### config.mk
export PLATFORM = sky130hd
export DESIGN_NAME = pixel_stream_tx_flat
export DESIGN_NICKNAME = d
export VERILOG_FILES = /design/src/rtl/pixel_stream_tx_if.sv /design/src/rtl/pixel_stream_tx.sv /design/src/flat_wrapper.sv
export SDC_FILE = /design/constraint.sdc
export NUM_CORES = 1
export LEC_CHECK = 0
export BUFFER_PORTS_ARGS = -buffer_cell sky130_fd_sc_hd__clkbuf_2
export CAP_MARGIN = 20
export CORE_MARGIN = 8
export CORE_UTILIZATION = 30
export CTS_CLUSTER_DIAMETER = 60
export DETAILED_ROUTE_END_ITERATION = 12
export GPL_ROUTABILITY_DRIVEN = 0
export PLACE_DENSITY = 0.52
export SLEW_MARGIN = 20
export SYNTH_ARGS = -nofsm -noshare
export SYNTH_HDL_FRONTEND = slang
export SYNTH_SLANG_ARGS = --single-unit
### constraint.sdc
create_clock -name clk -period 2.55 [get_ports clk]
set_input_delay 0.1275 -clock clk [delete_from_list [all_inputs] [get_ports clk]]
set_output_delay 0.1275 -clock clk [all_outputs]
set_load 0.01 [all_outputs]
### src/rtl/pixel_stream_tx_if.sv
// Frame-memory read port plus raster pixel stream for pixel_stream_tx.
// The master side is the transmitter; the slave side is the memory together with the pixel consumer.
interface pixel_stream_tx_if #(
  parameter int DATA_W = 16,
  parameter int ADDR_W = 16
);
  logic              mem_rd_en;
  logic [ADDR_W-1:0] mem_addr;
  logic [DATA_W-1:0] mem_rd_data;
  logic [DATA_W-1:0] pixel_data;
  logic              data_en;
  logic              sof;
  logic              eol;

  modport master (
    output mem_rd_en, mem_addr, pixel_data, data_en, sof, eol,
    input  mem_rd_data
  );

  modport slave (
    input  mem_rd_en, mem_addr, pixel_data, data_en, sof, eol,
    output mem_rd_data
  );
endinterface

### src/rtl/pixel_stream_tx.sv
// Reads one IMAGE_W x IMAGE_H frame from synchronous-read memory in raster order and
// streams it as pixel_data/data_en with an HBLANK-cycle idle gap after each line.
//
//  state     | meaning
//  ST_IDLE   | waiting for start
//  ST_ACTIVE | issuing one memory read per cycle
//  ST_HBLANK | line gap, no reads
//  ST_FLUSH  | last read issued, waiting for it to leave the pipeline
module pixel_stream_tx #(
  parameter int IMAGE_W = 256,
  parameter int IMAGE_H = 256,
  parameter int DATA_W  = 16,
  parameter int ADDR_W  = 16,
  parameter int HBLANK  = 2
) (
  input  logic clk,
  input  logic rst,
  input  logic start,
  output logic busy,
  output logic done,
  pixel_stream_tx_if.master bus
);
  localparam int COL_W = $clog2(IMAGE_W);
  localparam int ROW_W = (IMAGE_H > 1) ? $clog2(IMAGE_H) : 1;
  localparam int BLK_W = (HBLANK > 1) ? $clog2(HBLANK) : 1;
  localparam logic [COL_W-1:0] COL_LAST = COL_W'(IMAGE_W - 1);
  localparam logic [ROW_W-1:0] ROW_LAST = ROW_W'(IMAGE_H - 1);
  localparam logic [BLK_W-1:0] BLK_LOAD = BLK_W'((HBLANK > 0) ? HBLANK - 1 : 0);

  typedef enum logic [1:0] {ST_IDLE, ST_ACTIVE, ST_HBLANK, ST_FLUSH} state_t;

  state_t            state, state_nxt;
  logic [COL_W-1:0]  col, col_nxt;
  logic [ROW_W-1:0]  row, row_nxt;
  logic [ADDR_W-1:0] addr, addr_nxt;
  logic [BLK_W-1:0]  blk, blk_nxt;
  logic              done_nxt;
  logic              rd_en, sof_tag, eol_tag;
  logic              v1, sof1, eol1;
  logic              en, sof_q, eol_q;
  logic [DATA_W-1:0] pix;

  always_ff @(posedge clk) begin
    if (rst) begin
      state <= ST_IDLE;
      col   <= '0;
      row   <= '0;
      addr  <= '0;
      blk   <= '0;
      done  <= 1'b0;
      v1    <= 1'b0;
      sof1  <= 1'b0;
      eol1  <= 1'b0;
      en    <= 1'b0;
      sof_q <= 1'b0;
      eol_q <= 1'b0;
      pix   <= '0;
    end else begin
      state <= state_nxt;
      col   <= col_nxt;
      row   <= row_nxt;
      addr  <= addr_nxt;
      blk   <= blk_nxt;
      done  <= done_nxt;
      // tags ride two stages beside the read so they line up with the returned data
      v1    <= rd_en;
      sof1  <= sof_tag;
      eol1  <= eol_tag;
      en    <= v1;
      sof_q <= sof1;
      eol_q <= eol1;
      if (v1) pix <= bus.mem_rd_data;
    end
  end

  always_comb begin
    state_nxt = state;
    col_nxt   = col;
    row_nxt   = row;
    addr_nxt  = addr;
    blk_nxt   = blk;
    done_nxt  = 1'b0;
    rd_en     = 1'b0;
    sof_tag   = 1'b0;
    eol_tag   = 1'b0;
    case (state)
      ST_IDLE: begin
        if (start) begin
          state_nxt = ST_ACTIVE;
          col_nxt   = '0;
          row_nxt   = '0;
          addr_nxt  = '0;
        end
      end
      ST_ACTIVE: begin
        rd_en    = 1'b1;
        sof_tag  = (col == '0) && (row == '0);
        eol_tag  = (col == COL_LAST);
        addr_nxt = addr + 1'b1;
        if (col == COL_LAST) begin
          col_nxt = '0;
          if (row == ROW_LAST) begin
            state_nxt = ST_FLUSH;
          end else begin
            row_nxt = row + 1'b1;
            if (HBLANK > 0) begin
              state_nxt = ST_HBLANK;
              blk_nxt   = BLK_LOAD;
            end
          end
        end else begin
          col_nxt = col + 1'b1;
        end
      end
      ST_HBLANK: begin
        if (blk == '0) state_nxt = ST_ACTIVE;
        else           blk_nxt   = blk - 1'b1;
      end
      ST_FLUSH: begin
        // with stage 1 empty the last pixel is on the output now; done follows next cycle
        if (!v1) begin
          state_nxt = ST_IDLE;
          done_nxt  = 1'b1;
        end
      end
      default: state_nxt = ST_IDLE;
    endcase
  end

  assign busy           = (state != ST_IDLE) || done;
  assign bus.mem_rd_en  = rd_en;
  assign bus.mem_addr   = addr;
  assign bus.pixel_data = pix;
  assign bus.data_en    = en;
  assign bus.sof        = sof_q;
  assign bus.eol        = eol_q;
endmodule

### src/flat_wrapper.sv
// flat-port wrapper written by rule: the top's interface ports become plain ports
module pixel_stream_tx_flat 
#(
  parameter int IMAGE_W = 256,
  parameter int IMAGE_H = 256,
  parameter int DATA_W  = 16,
  parameter int ADDR_W  = 16,
  parameter int HBLANK  = 2
)
  (clk, rst, start, busy, done, bus_mem_rd_en, bus_mem_addr, bus_pixel_data, bus_data_en, bus_sof, bus_eol, bus_mem_rd_data);
  pixel_stream_tx_if #(.DATA_W(DATA_W), .ADDR_W(ADDR_W)) bus_i ();
  input  logic clk;
  input  logic rst;
  input  logic start;
  output logic busy;
  output logic done;
  output wire logic [$bits(bus_i.mem_rd_en)-1:0] bus_mem_rd_en;
  output wire logic [$bits(bus_i.mem_addr)-1:0] bus_mem_addr;
  output wire logic [$bits(bus_i.pixel_data)-1:0] bus_pixel_data;
  output wire logic [$bits(bus_i.data_en)-1:0] bus_data_en;
  output wire logic [$bits(bus_i.sof)-1:0] bus_sof;
  output wire logic [$bits(bus_i.eol)-1:0] bus_eol;
  input wire logic [$bits(bus_i.mem_rd_data)-1:0] bus_mem_rd_data;
  assign bus_mem_rd_en = bus_i.mem_rd_en;
  assign bus_mem_addr = bus_i.mem_addr;
  assign bus_pixel_data = bus_i.pixel_data;
  assign bus_data_en = bus_i.data_en;
  assign bus_sof = bus_i.sof;
  assign bus_eol = bus_i.eol;
  assign bus_i.mem_rd_data = bus_mem_rd_data;
  pixel_stream_tx #(.IMAGE_W(IMAGE_W), .IMAGE_H(IMAGE_H), .DATA_W(DATA_W), .ADDR_W(ADDR_W), .HBLANK(HBLANK)) u_core (.clk(clk), .rst(rst), .start(start), .busy(busy), .done(done), .bus(bus_i));
endmodule
# After elaboration in Yosys (flattened, before gate mapping)
# Cells that the tools add are included.
# Widths: inputs -> output; s select.
# totals
latchBits	0
n_memories	0
regBits	58
wordCells	63
romBits	0
mem_bits_rw	0
# op_classes
reduce_logical	14
order_cmp	0
div	0
bitwise_logic	2
n_eq_ne	10
add_sub_neg	4
n_mux	20
n_mul	0
shifts	0
# op_table
operator	count
$mux 8	4
$pmux 16 s2	1
$pmux 8 s2	2
$add 16x1->16 const B	1
$add 8x1->8 const B	2
$eq 8x8->1 const B	2
$logic_not 8->1	2
$mux 16	1
$mux 2	4
$ne 2x2->1 const B	4
$pmux 2 s4	1
$reduce_and 4->1	2
$mux 1	6
$reduce_bool 2->1	3
$eq 2x2->1 const B	2
$reduce_or 2->1	2
$reduce_and 3->1	1
$eq 2x1->1 const B	1
$logic_not 2->1	1
$ne 2x1->1 const B	1
$not 1->1	2
$pmux 1 s2	1
$reduce_and 2->1	1
$logic_and 1x1->1	1
2 further kinds	2

# Depth between registers and ports, before layout
# Gate-level depths: netlist of run 1.
# depth
ltp_word	4
ltp_mapped	8

# Worst setup path before layout of run 1
# Ideal clock, no wire load.
# synth_timing
kind	reg-to-reg
from	reg u_core.state[0]
to	reg u_core.col[3]
setup_time_ns	0.057
arrival_ns	1.648
synth_period_minus_slack_ns	1.705
stages_incl_launch_ff	8
n_path_buf	1
required_time_ns	2.493
slack_ns	0.845
path_cell_list	dfxtp_1 -> inv_1 -> ha_1 -> mux2i_1 -> buf_6 -> or4_1 -> a21oi_1 -> a21o_1
# synth_between
elab_chain_cells	3
word_cells_on_any_way	6
classes_between	eq/ne: 2; mux: 1; reduce/logical: 3
# synth_lines
item	line	text
from (decl)	pixel_stream_tx.sv:32	state_t state, state_nxt;
from (signal assigned)	pixel_stream_tx.sv:59	state <= state_nxt;
$eq 2x1->1 / $logic_not 2->1 (equally long branches)	pixel_stream_tx.sv:86	case (state)
$reduce_bool 2->1 (no source line) / $ne 2x2->1 (equally long branches)	--	
$reduce_and 2->1 (no source line)	--	
to (signal assigned)	pixel_stream_tx.sv:60	col <= col_nxt;
to (decl)	pixel_stream_tx.sv:33	logic [COL_W-1:0] col, col_nxt;
# Parallel ways exist; a longest one is shown, timed or not.
# A chain may end at the register's enable or synchronous reset.

# Worst setup path in the final report of run 1
# layout_timing
from	reg u_core.state[0]
to	reg u_core.addr[13], in the netlist u_core.bus.mem_addr[13]
# layout_between
elab_chain_cells	3
word_cells_on_any_way	6
classes_between	eq/ne: 2; mux: 1; reduce/logical: 3
# layout_lines
item	line	text
$eq 2x1->1 / $logic_not 2->1 (equally long branches)	pixel_stream_tx.sv:86	
$reduce_bool 2->1 (no source line) / $ne 2x2->1 (equally long branches)	--	
$reduce_and 2->1 (no source line)	--	
to (signal assigned)	pixel_stream_tx.sv:62	addr <= addr_nxt;
to (decl)	pixel_stream_tx.sv:35	logic [ADDR_W-1:0] addr, addr_nxt;
# Parallel ways exist; a longest one is shown, timed or not.

==> impl_metrics.prom, run 1 <==
# TYPE chip_impl_metric gauge
chip_impl_metric{name="clk_latency",unit="ns"} 0.33
chip_impl_info{name="cpMaxStageDelayCell",value="sky130_fd_sc_hd__nor4_2"} 1
chip_impl_info{name="ys.flop_type",value="sky130_fd_sc_hd__dfxtp_1"} 1
chip_impl_metric{name="die_width",unit="µm"} 111
chip_impl_info{name="tritoncts",value="yes"} 1
chip_impl_metric{name="max-clock-path-buffers",unit=""} 2
chip_impl_metric{name="cts_h_tree_lvls",unit=""} 3
chip_impl_metric{name="dr.first_iter.drc_count",unit=""} 114
chip_impl_metric{name="synthToLayoutAreaGrowth",unit="%"} 21.2
chip_impl_metric{name="route.detailed.vias_per_inst",unit=""} 4.94
chip_impl_metric{name="worst-endpoint-arrival",unit="ns"} 2.33
chip_impl_info{name="criticalPathCategory",value="reg -> reg"} 1
chip_impl_metric{name="skew",unit="ns"} 0.00773
chip_impl_metric{name="detailedRoute.firstPassIterationCount",unit=""} 4
chip_impl_metric{name="finalHoldViolations",unit=""} 0
chip_impl_metric{name="synth_seq_cells",unit=""} 58
chip_impl_metric{name="start_util",unit="%"} 30.9
chip_impl_metric{name="antenna_cells_inserted",unit=""} 0
chip_impl_metric{name="reg2reg_depth",unit=""} 7
chip_impl_info{name="hold_path.class",value="in -> reg"} 1
chip_impl_metric{name="fin_nets",unit=""} 384
chip_impl_metric{name="antenna_viol_nets_final",unit=""} 0
chip_impl_info{name="yosysMostFrequentCell",value="sky130_fd_sc_hd__dfxtp_1"} 1
chip_impl_info{name="setup.worst_path.end",value="u_core.bus.mem_addr[13]"} 1
chip_impl_metric{name="cts_repair_resizes",unit=""} 0
chip_impl_info{name="rsz0062_at_grt",value="false"} 1
chip_impl_metric{name="peakVddDrop",unit="mV"} 0.220
chip_impl_metric{name="setup_total_negative_slack",unit="ns"} 0
chip_impl_metric{name="floorplan.die_area",unit="µm²"} 12300
chip_impl_metric{name="slew_headroom",unit="%"} 63.5
chip_impl_metric{name="global_route_wire_length_before_repair",unit="µm"} 11400
chip_impl_metric{name="fillerInstances",unit=""} 933
chip_impl_metric{name="achievable-frequency",unit="GHz"} 0.485
chip_impl_metric{name="fp-row-count",unit=""} 34
chip_impl_info{name="yosys-top-cells-count",value="sky130_fd_sc_hd__dfxtp_1 (58), sky130_fd_sc_hd__nor2_1 (42), sky130_fd_sc_hd__mux2i_1 (21)"} 1
chip_impl_metric{name="io_pins",unit=""} 57
chip_impl_metric{name="cap_viol_max_count",unit=""} 0
chip_impl_info{name="yosysTopAreaCell",value="sky130_fd_sc_hd__dfxtp_1"} 1
chip_impl_info{name="outcome",value="finished clean"} 1
chip_impl_info{name="cell_types_with_the_largest_area_share_after_synthesis",value="sky130_fd_sc_hd__dfxtp_1 (43%), sky130_fd_sc_hd__mux2i_1 (7.8%), sky130_fd_sc_hd__nor2_1 (5.8%)"} 1
chip_impl_metric{name="route.detailed.wl_per_inst",unit="µm"} 14.7
chip_impl_metric{name="flop2flop_setup_slack",unit="ns"} 0.49
chip_impl_metric{name="power_leakage",unit="nW"} 1.30
chip_impl_metric{name="drc",unit=""} 0
chip_impl_metric{name="clk_sink_count",unit=""} 58
chip_impl_metric{name="io_buffers",unit=""} 56
chip_impl_metric{name="fp.dieH",unit="µm"} 111
chip_impl_info{name="worst_r2r_startpoint",value="u_core.state[0]"} 1
chip_impl_metric{name="synth_sequential_area_ratio",unit="%"} 42.8
chip_impl_metric{name="post-cts-setup-buffer-count",unit=""} 0
chip_impl_info{name="timing.rr.end",value="u_core.bus.mem_addr[13]"} 1
chip_impl_metric{name="synthDominantCellAreaShare",unit="%"} 42.8
chip_impl_metric{name="max_stage_delay",unit="ns"} 0.42
chip_impl_metric{name="seq_area",unit="µm²"} 1160
chip_impl_metric{name="track_usage",unit="%"} 11.2
chip_impl_metric{name="clock_buffers_created_by_tritoncts",unit=""} 9
chip_impl_info{name="start_kind",value="register"} 1
chip_impl_metric{name="hold-worst-slack",unit="ns"} 0.0305
chip_impl_info{name="worstPathCellList",value="inv_1 -> ha_1 -> mux2i_2 -> buf_4 -> nor4_2 -> and3_1 -> mux2i_1"} 1
chip_impl_metric{name="netlist_area",unit="µm²"} 2710
chip_impl_metric{name="area_of_the_multi_input_gates",unit="µm²"} 1440
chip_impl_metric{name="setup_violations",unit=""} 0
chip_impl_metric{name="synth_area_per_inst",unit="µm²"} 9.07
chip_impl_metric{name="synthesis.instances",unit=""} 299
chip_impl_metric{name="place_hpwl",unit="µm"} 4950
chip_impl_metric{name="path_clk_slew",unit="ns"} 0.06
chip_impl_metric{name="synth-async-reset-ratio",unit="%"} 0
chip_impl_metric{name="vias",unit=""} 2309
chip_impl_metric{name="finalWorstPathRequiredPeriod",unit="ns"} 2.06
chip_impl_metric{name="worst_ep_required_time",unit="ns"} 2.81
chip_impl_metric{name="power-per-cell-area",unit="nW/µm²"} 638
chip_impl_metric{name="synthDistinctLibCells",unit=""} 52
chip_impl_metric{name="layout_cells_sized_above_1",unit="%"} 24.2
chip_impl_metric{name="hold_buffers",unit=""} 0
chip_impl_info{name="ctsRootBufferMaster",value="sky130_fd_sc_hd__clkbuf_8"} 1
chip_impl_metric{name="synth.yosys.warnings",unit=""} 0
chip_impl_metric{name="timing_max_transition_violations_final",unit=""} 0
chip_impl_metric{name="grt_pass1_vias",unit=""} 2183
chip_impl_info{name="worstSetupEndpointType",value="register"} 1
chip_impl_metric{name="grt_antenna_before_repair",unit=""} 0
chip_impl_metric{name="totalWireLength",unit="µm"} 6840
chip_impl_metric{name="grt_start_max_net_pins",unit=""} 30
chip_impl_metric{name="largest_fanout_on_the_critical_path",unit=""} 29
chip_impl_metric{name="coreArea",unit="µm²"} 8760
chip_impl_info{name="critical_path.startpoint",value="u_core.state[0]"} 1
chip_impl_metric{name="fin_crit_sh",unit="%"} 80.9
chip_impl_metric{name="synth_enable_flop_cells",unit=""} 0
chip_impl_metric{name="postSynthNetCount",unit=""} 327
chip_impl_metric{name="worst_pin_slew",unit="ns"} 0.547
chip_impl_metric{name="globalRouteOverflowTotal",unit=""} 0
## routing by layer
layer,part of all wire [%],vias to the layer above,global-route usage [%],wire length (µm)
met2,48,43,17.4,3290
met1,46,1072,13.9,3160
li1,-,1182,-,-
met4,1.8,0,5.42,126
met3,3.8,12,3.41,262
met5,0,-,0,0
## placed cells by master, fill, tap and decap left out, drive strengths merged, types with 2 or more instances in the layout
cell type	Yosys	layout
or2	3	3
clkinv	0	2
and4	2	2
o32ai	2	2
nor2	42	42
ha	9	9
o21ai	5	5
inv	12	12
nor3b	2	2
o211ai	2	2
mux2i	21	21
nor3	8	8
and3	4	4
nand4	11	11
clkbuf	5	67
or4	3	3
nand2b	4	4
nand3	12	12
nor4	7	7
a22oi	3	3
xor2	3	3
a211oi	5	5
or3	4	4
buf	10	5
a31oi	3	3
dfxtp	58	58
nand2	16	16
nor4b	3	3
a21oi	12	12
xnor2	9	9
nor2b	5	5
## through the flow
step | power (mW) | instance area [µm²] | setup WS (ns) | instances | util [%]
2_1_floorplan | 1.17 | 2710 | 0.845 | 299 | -
3_3_place_gp | 1.27 | 3100 | 0.587 | 453 | 35.3
3_5_place_dp | 1.27 | 3100 | 0.489 | 453 | 35.3
4_1_cts | 2.13 | 3290 | 0.474 | 467 | 37.5
5_1_grt | 2.21 | 3290 | 0.302 | 467 | 37.5
6_report | 2.10 | 3290 | 0.488 | 467 | 37.5
## state kept, by name, summed over array words and instances (netlist names)
register	flops
u_core.bus.mem_addr	16
u_core.bus.sof	1
u_core.blk	1
u_core.eol1	1
u_core.bus.data_en	1
u_core.done	1
u_core.row	8
u_core.bus.eol	1
u_core.bus.pixel_data	16
u_core.sof1	1
u_core.v1	1
u_core.col	8
u_core.state	2
## critical path, delay by kind of cell, from the launching register on
kind	cells	cell delay [ns]
and+or+nand+nor	2	0.66
adders and majority gates	1	0.27
DFF	1	0.38
buffers and inverters	2	0.33
muxes	2	0.35
## report_power, final
part / leakage [nW] / switching (mW) / internal [mW]
Combinational: 0.724 / 0.182 / 0.109
Clock: 0.101 / 0.355 / 0.490
Sequential: 0.470 / 0.0215 / 0.939
Total: 1.30 / 0.558 / 1.54
## worst min path at each step
stage / from / end / slack, ns / cells past startpoint
detailed placement: bus_mem_rd_data[0] / u_core.bus.pixel_data[0] / 0.37 / 3
CTS: bus_mem_rd_data[0] / u_core.bus.pixel_data[0] / 0.01 / 3
global route: bus_mem_rd_data[5] / u_core.bus.pixel_data[5] / 0.03 / 3
global placement: bus_mem_rd_data[4] / u_core.bus.pixel_data[4] / 0.36 / 3
floorplan: bus_mem_rd_data[10] / u_core.bus.pixel_data[10] / 0.27 / 2
finish: bus_mem_rd_data[0] / u_core.bus.pixel_data[0] / 0.03 / 3
## logic make-up after synthesis
family          after synthesis  synth area share (%)
compound gates               42                  10.6
mux                          22                  8.17
fa+ha+maj                     9                  4.15
buf+inv                      27                  4.34
xor+xnor                     12                  3.88
simple gates                129                  26.1
flops                        58                  42.8
## area by class of cell
class | count | share of cell area (%)
sequential | 58 | 35.3
timing repair buffer | 61 | 9.67
clock inverter | 3 | 1.22
clock buffer | 11 | 4.61
inverter | 12 | 1.37
tap | 108 | 4.11
multi-input combinational | 214 | 43.7
(Power assumes the default switching activity.)
==> run 2: changes to the inputs <==
- clock period: 2.55 -> 1.9 ns (I/O delays scaled with it)
==> run 2 against run 1 <==
- critical path depth unchanged
- critical endpoint is now u_core.col[3]
- largest power group is now the clock network
- clock skew increased by 0.0056 ns
- first-iteration DRC count increased by 19%
==> impl_metrics.prom, run 2 (synthesis gave the netlist of run 1 again) <==
# TYPE chip_impl_metric gauge
chip_impl_metric{name="fp.dieH",unit="µm"} 111
chip_impl_metric{name="antenna_viol_nets_final",unit=""} 0
chip_impl_metric{name="io_buffers",unit=""} 56
chip_impl_metric{name="floorplan.die_area",unit="µm²"} 12300
chip_impl_metric{name="achievable-frequency",unit="GHz"} 0.561
chip_impl_info{name="worstPathCellList",value="inv_1 -> ha_1 -> mux2i_2 -> buf_12 -> or4_1 -> a21oi_1 -> a21o_1"} 1
chip_impl_metric{name="clk_sink_count",unit=""} 58
chip_impl_metric{name="max_stage_delay",unit="ns"} 0.47
chip_impl_info{name="outcome",value="finished clean"} 1
chip_impl_metric{name="clk_latency",unit="ns"} 0.34
chip_impl_metric{name="clock_buffers_created_by_tritoncts",unit=""} 9
chip_impl_metric{name="totalWireLength",unit="µm"} 7230
chip_impl_metric{name="fin_crit_sh",unit="%"} 93.8
chip_impl_metric{name="proportion_of_power_drawn_by_flip_flops_and_latches",unit="%"} 40.4
chip_impl_info{name="rsz0062_at_grt",value="false"} 1
chip_impl_metric{name="cap_viol_max_count",unit=""} 0
chip_impl_metric{name="pwr-share-comb",unit="%"} 14.4
chip_impl_info{name="tritoncts",value="yes"} 1
chip_impl_metric{name="route.detailed.wl_per_inst",unit="µm"} 14.6
chip_impl_metric{name="fp-row-count",unit=""} 34
chip_impl_metric{name="largest_fanout_on_the_critical_path",unit=""} 14
chip_impl_info{name="cpMaxStageDelayCell",value="sky130_fd_sc_hd__or4_1"} 1
chip_impl_metric{name="vias",unit=""} 2493
chip_impl_metric{name="postLayoutCoreUtil",unit="%"} 41.2
chip_impl_metric{name="critical_path_buf_inv_count",unit=""} 2
chip_impl_info{name="hold_path.class",value="in -> reg"} 1
chip_impl_metric{name="slew_headroom",unit="%"} 71.6
chip_impl_metric{name="grt_start_max_net_pins",unit=""} 21
chip_impl_metric{name="die_width",unit="µm"} 111
chip_impl_info{name="grt-busiest-layer",value="met2"} 1
chip_impl_info{name="most-common-layout-cells",value="sky130_fd_sc_hd__dfxtp_1 (57), sky130_fd_sc_hd__clkbuf_2 (56), sky130_fd_sc_hd__nor2_1 (42)"} 1
chip_impl_metric{name="area_of_the_multi_input_gates",unit="µm²"} 1450
chip_impl_metric{name="power_leakage",unit="nW"} 1.47
chip_impl_metric{name="track_usage",unit="%"} 11.5
chip_impl_metric{name="grt_pass1_vias",unit=""} 2431
chip_impl_metric{name="setup_total_negative_slack",unit="ns"} 0
chip_impl_metric{name="globalRouteOverflowTotal",unit=""} 0
chip_impl_metric{name="worst-endpoint-arrival",unit="ns"} 2.07
chip_impl_metric{name="p_clk_share",unit="%"} 45.2
chip_impl_info{name="start_kind",value="register"} 1
chip_impl_metric{name="coreArea",unit="µm²"} 8760
chip_impl_metric{name="skew",unit="ns"} 0.0133
chip_impl_metric{name="setup_violations",unit=""} 0
chip_impl_metric{name="peakVddDrop",unit="mV"} 0.390
chip_impl_metric{name="synthToLayoutAreaGrowth",unit="%"} 33.1
chip_impl_metric{name="globalRouteMet3Util",unit="%"} 3.25
chip_impl_metric{name="layout_cells_sized_above_1",unit="%"} 27.1
chip_impl_metric{name="worst_pin_slew",unit="ns"} 0.421
chip_impl_metric{name="start_util",unit="%"} 30.9
chip_impl_metric{name="fin_nets",unit=""} 411
chip_impl_metric{name="place_hpwl",unit="µm"} 5240
chip_impl_metric{name="power_report.internal_total",unit="mW"} 2.41
chip_impl_metric{name="worst_ep_required_time",unit="ns"} 2.19
chip_impl_metric{name="switching_power",unit="µW"} 791
chip_impl_metric{name="gr-usage-met2",unit="%"} 19.0
chip_impl_metric{name="global_route_wire_length_before_repair",unit="µm"} 11800
chip_impl_metric{name="dr.first_iter.drc_count",unit=""} 136
chip_impl_metric{name="report.power.total",unit="mW"} 3.20
chip_impl_metric{name="route.detailed.vias_per_inst",unit=""} 5.03
chip_impl_metric{name="grt_antenna_before_repair",unit=""} 0
chip_impl_metric{name="max-clock-path-buffers",unit=""} 2
chip_impl_metric{name="drc",unit=""} 0
chip_impl_metric{name="sw_frac_of_total",unit="%"} 24.7
chip_impl_metric{name="path_clk_slew",unit="ns"} 0.07
chip_impl_metric{name="seq_area",unit="µm²"} 1160
chip_impl_metric{name="cts_h_tree_lvls",unit=""} 3
chip_impl_metric{name="power-per-cell-area",unit="nW/µm²"} 885
chip_impl_metric{name="global_route.usage.met1",unit="%"} 13.5
chip_impl_info{name="worstSetupEndpointType",value="register"} 1
chip_impl_info{name="path_delay_family",value="simple AND/OR/NAND/NOR gates"} 1
chip_impl_metric{name="fillerInstances",unit=""} 884
chip_impl_metric{name="timing_max_transition_violations_final",unit=""} 0
chip_impl_metric{name="io_pins",unit=""} 57
chip_impl_metric{name="detailedRoute.firstPassIterationCount",unit=""} 4
chip_impl_info{name="layout_commonest_cell",value="sky130_fd_sc_hd__dfxtp_1"} 1
chip_impl_info{name="ctsRootBufferMaster",value="sky130_fd_sc_hd__clkbuf_8"} 1
chip_impl_info{name="criticalPathCategory",value="reg -> reg"} 1
chip_impl_metric{name="finalWorstPathRequiredPeriod",unit="ns"} 1.78
chip_impl_metric{name="antenna_cells_inserted",unit=""} 0
chip_impl_metric{name="finalHoldViolations",unit=""} 0
-- run 2: tightest hold or removal path: stages --
cell,delay [ns]
sky130_fd_sc_hd__clkbuf_2,0.07
sky130_fd_sc_hd__mux2i_1,0.05
sky130_fd_sc_hd__nor2_1,0.08
-- run 2: per-stage QoR --
step	worst slack, ns	instances	area [µm²]	hold slack, ns
after floorplan	0.195	299	2710	0.242
after global placement	0.0565	468	3220	0.336
after detailed placement	-0.0375	468	3220	0.343
after CTS	0.0437	495	3590	0.00375
after global routing	0.00855	496	3610	0.00838
final	0.118	496	3610	0.00172
-- run 2: worst paths after layout --
kind	from	endpoint	slack (ns)	cells past startpoint
setup / recovery	u_core.state[0]	u_core.col[3]	0.12	7
hold / removal	bus_mem_rd_data[11]	u_core.bus.pixel_data[11]	0.002	3
setup reg to reg	u_core.state[0]	u_core.col[3]	0.12	7
hold reg to reg	u_core.sof1	u_core.bus.sof	0.43	1
-- run 2: per-layer routing --
layer / share of wire (%) / up-vias
met2: 49 / 53
li1: - / 1240
met5: 0 / -
met4: 2.0 / 0
met3: 4.7 / 10
met1: 44 / 1190
-- run 2: power groups by stage --
stage               logic (mW)  registers (mW)  clock network [mW]
finish                   0.460            1.29                1.45
global placement         0.443            1.31                   0
detailed placement       0.444            1.32                   0
floorplan                0.251            1.32                   0
CTS                      0.464            1.29                1.48
global route             0.507            1.30                1.55
-- run 2: area by class of cell --
cell class | count | share of cell area [%]
clock inverters | 4 | 2.70
inverters | 12 | 1.25
well taps | 108 | 3.74
flip-flops and latches | 58 | 32.2
multi-input cells | 214 | 40.3
repair buffers | 88 | 15.5
clock buffers | 12 | 4.30
-- run 2: repair_timing --
item,CTS,global route
setup buffers,0,1
pin swaps,0,2
endpoints found under the hold margin,11,0
gates resized for setup,1,3
hold buffers,11,0
setup endpoints to repair,1,16
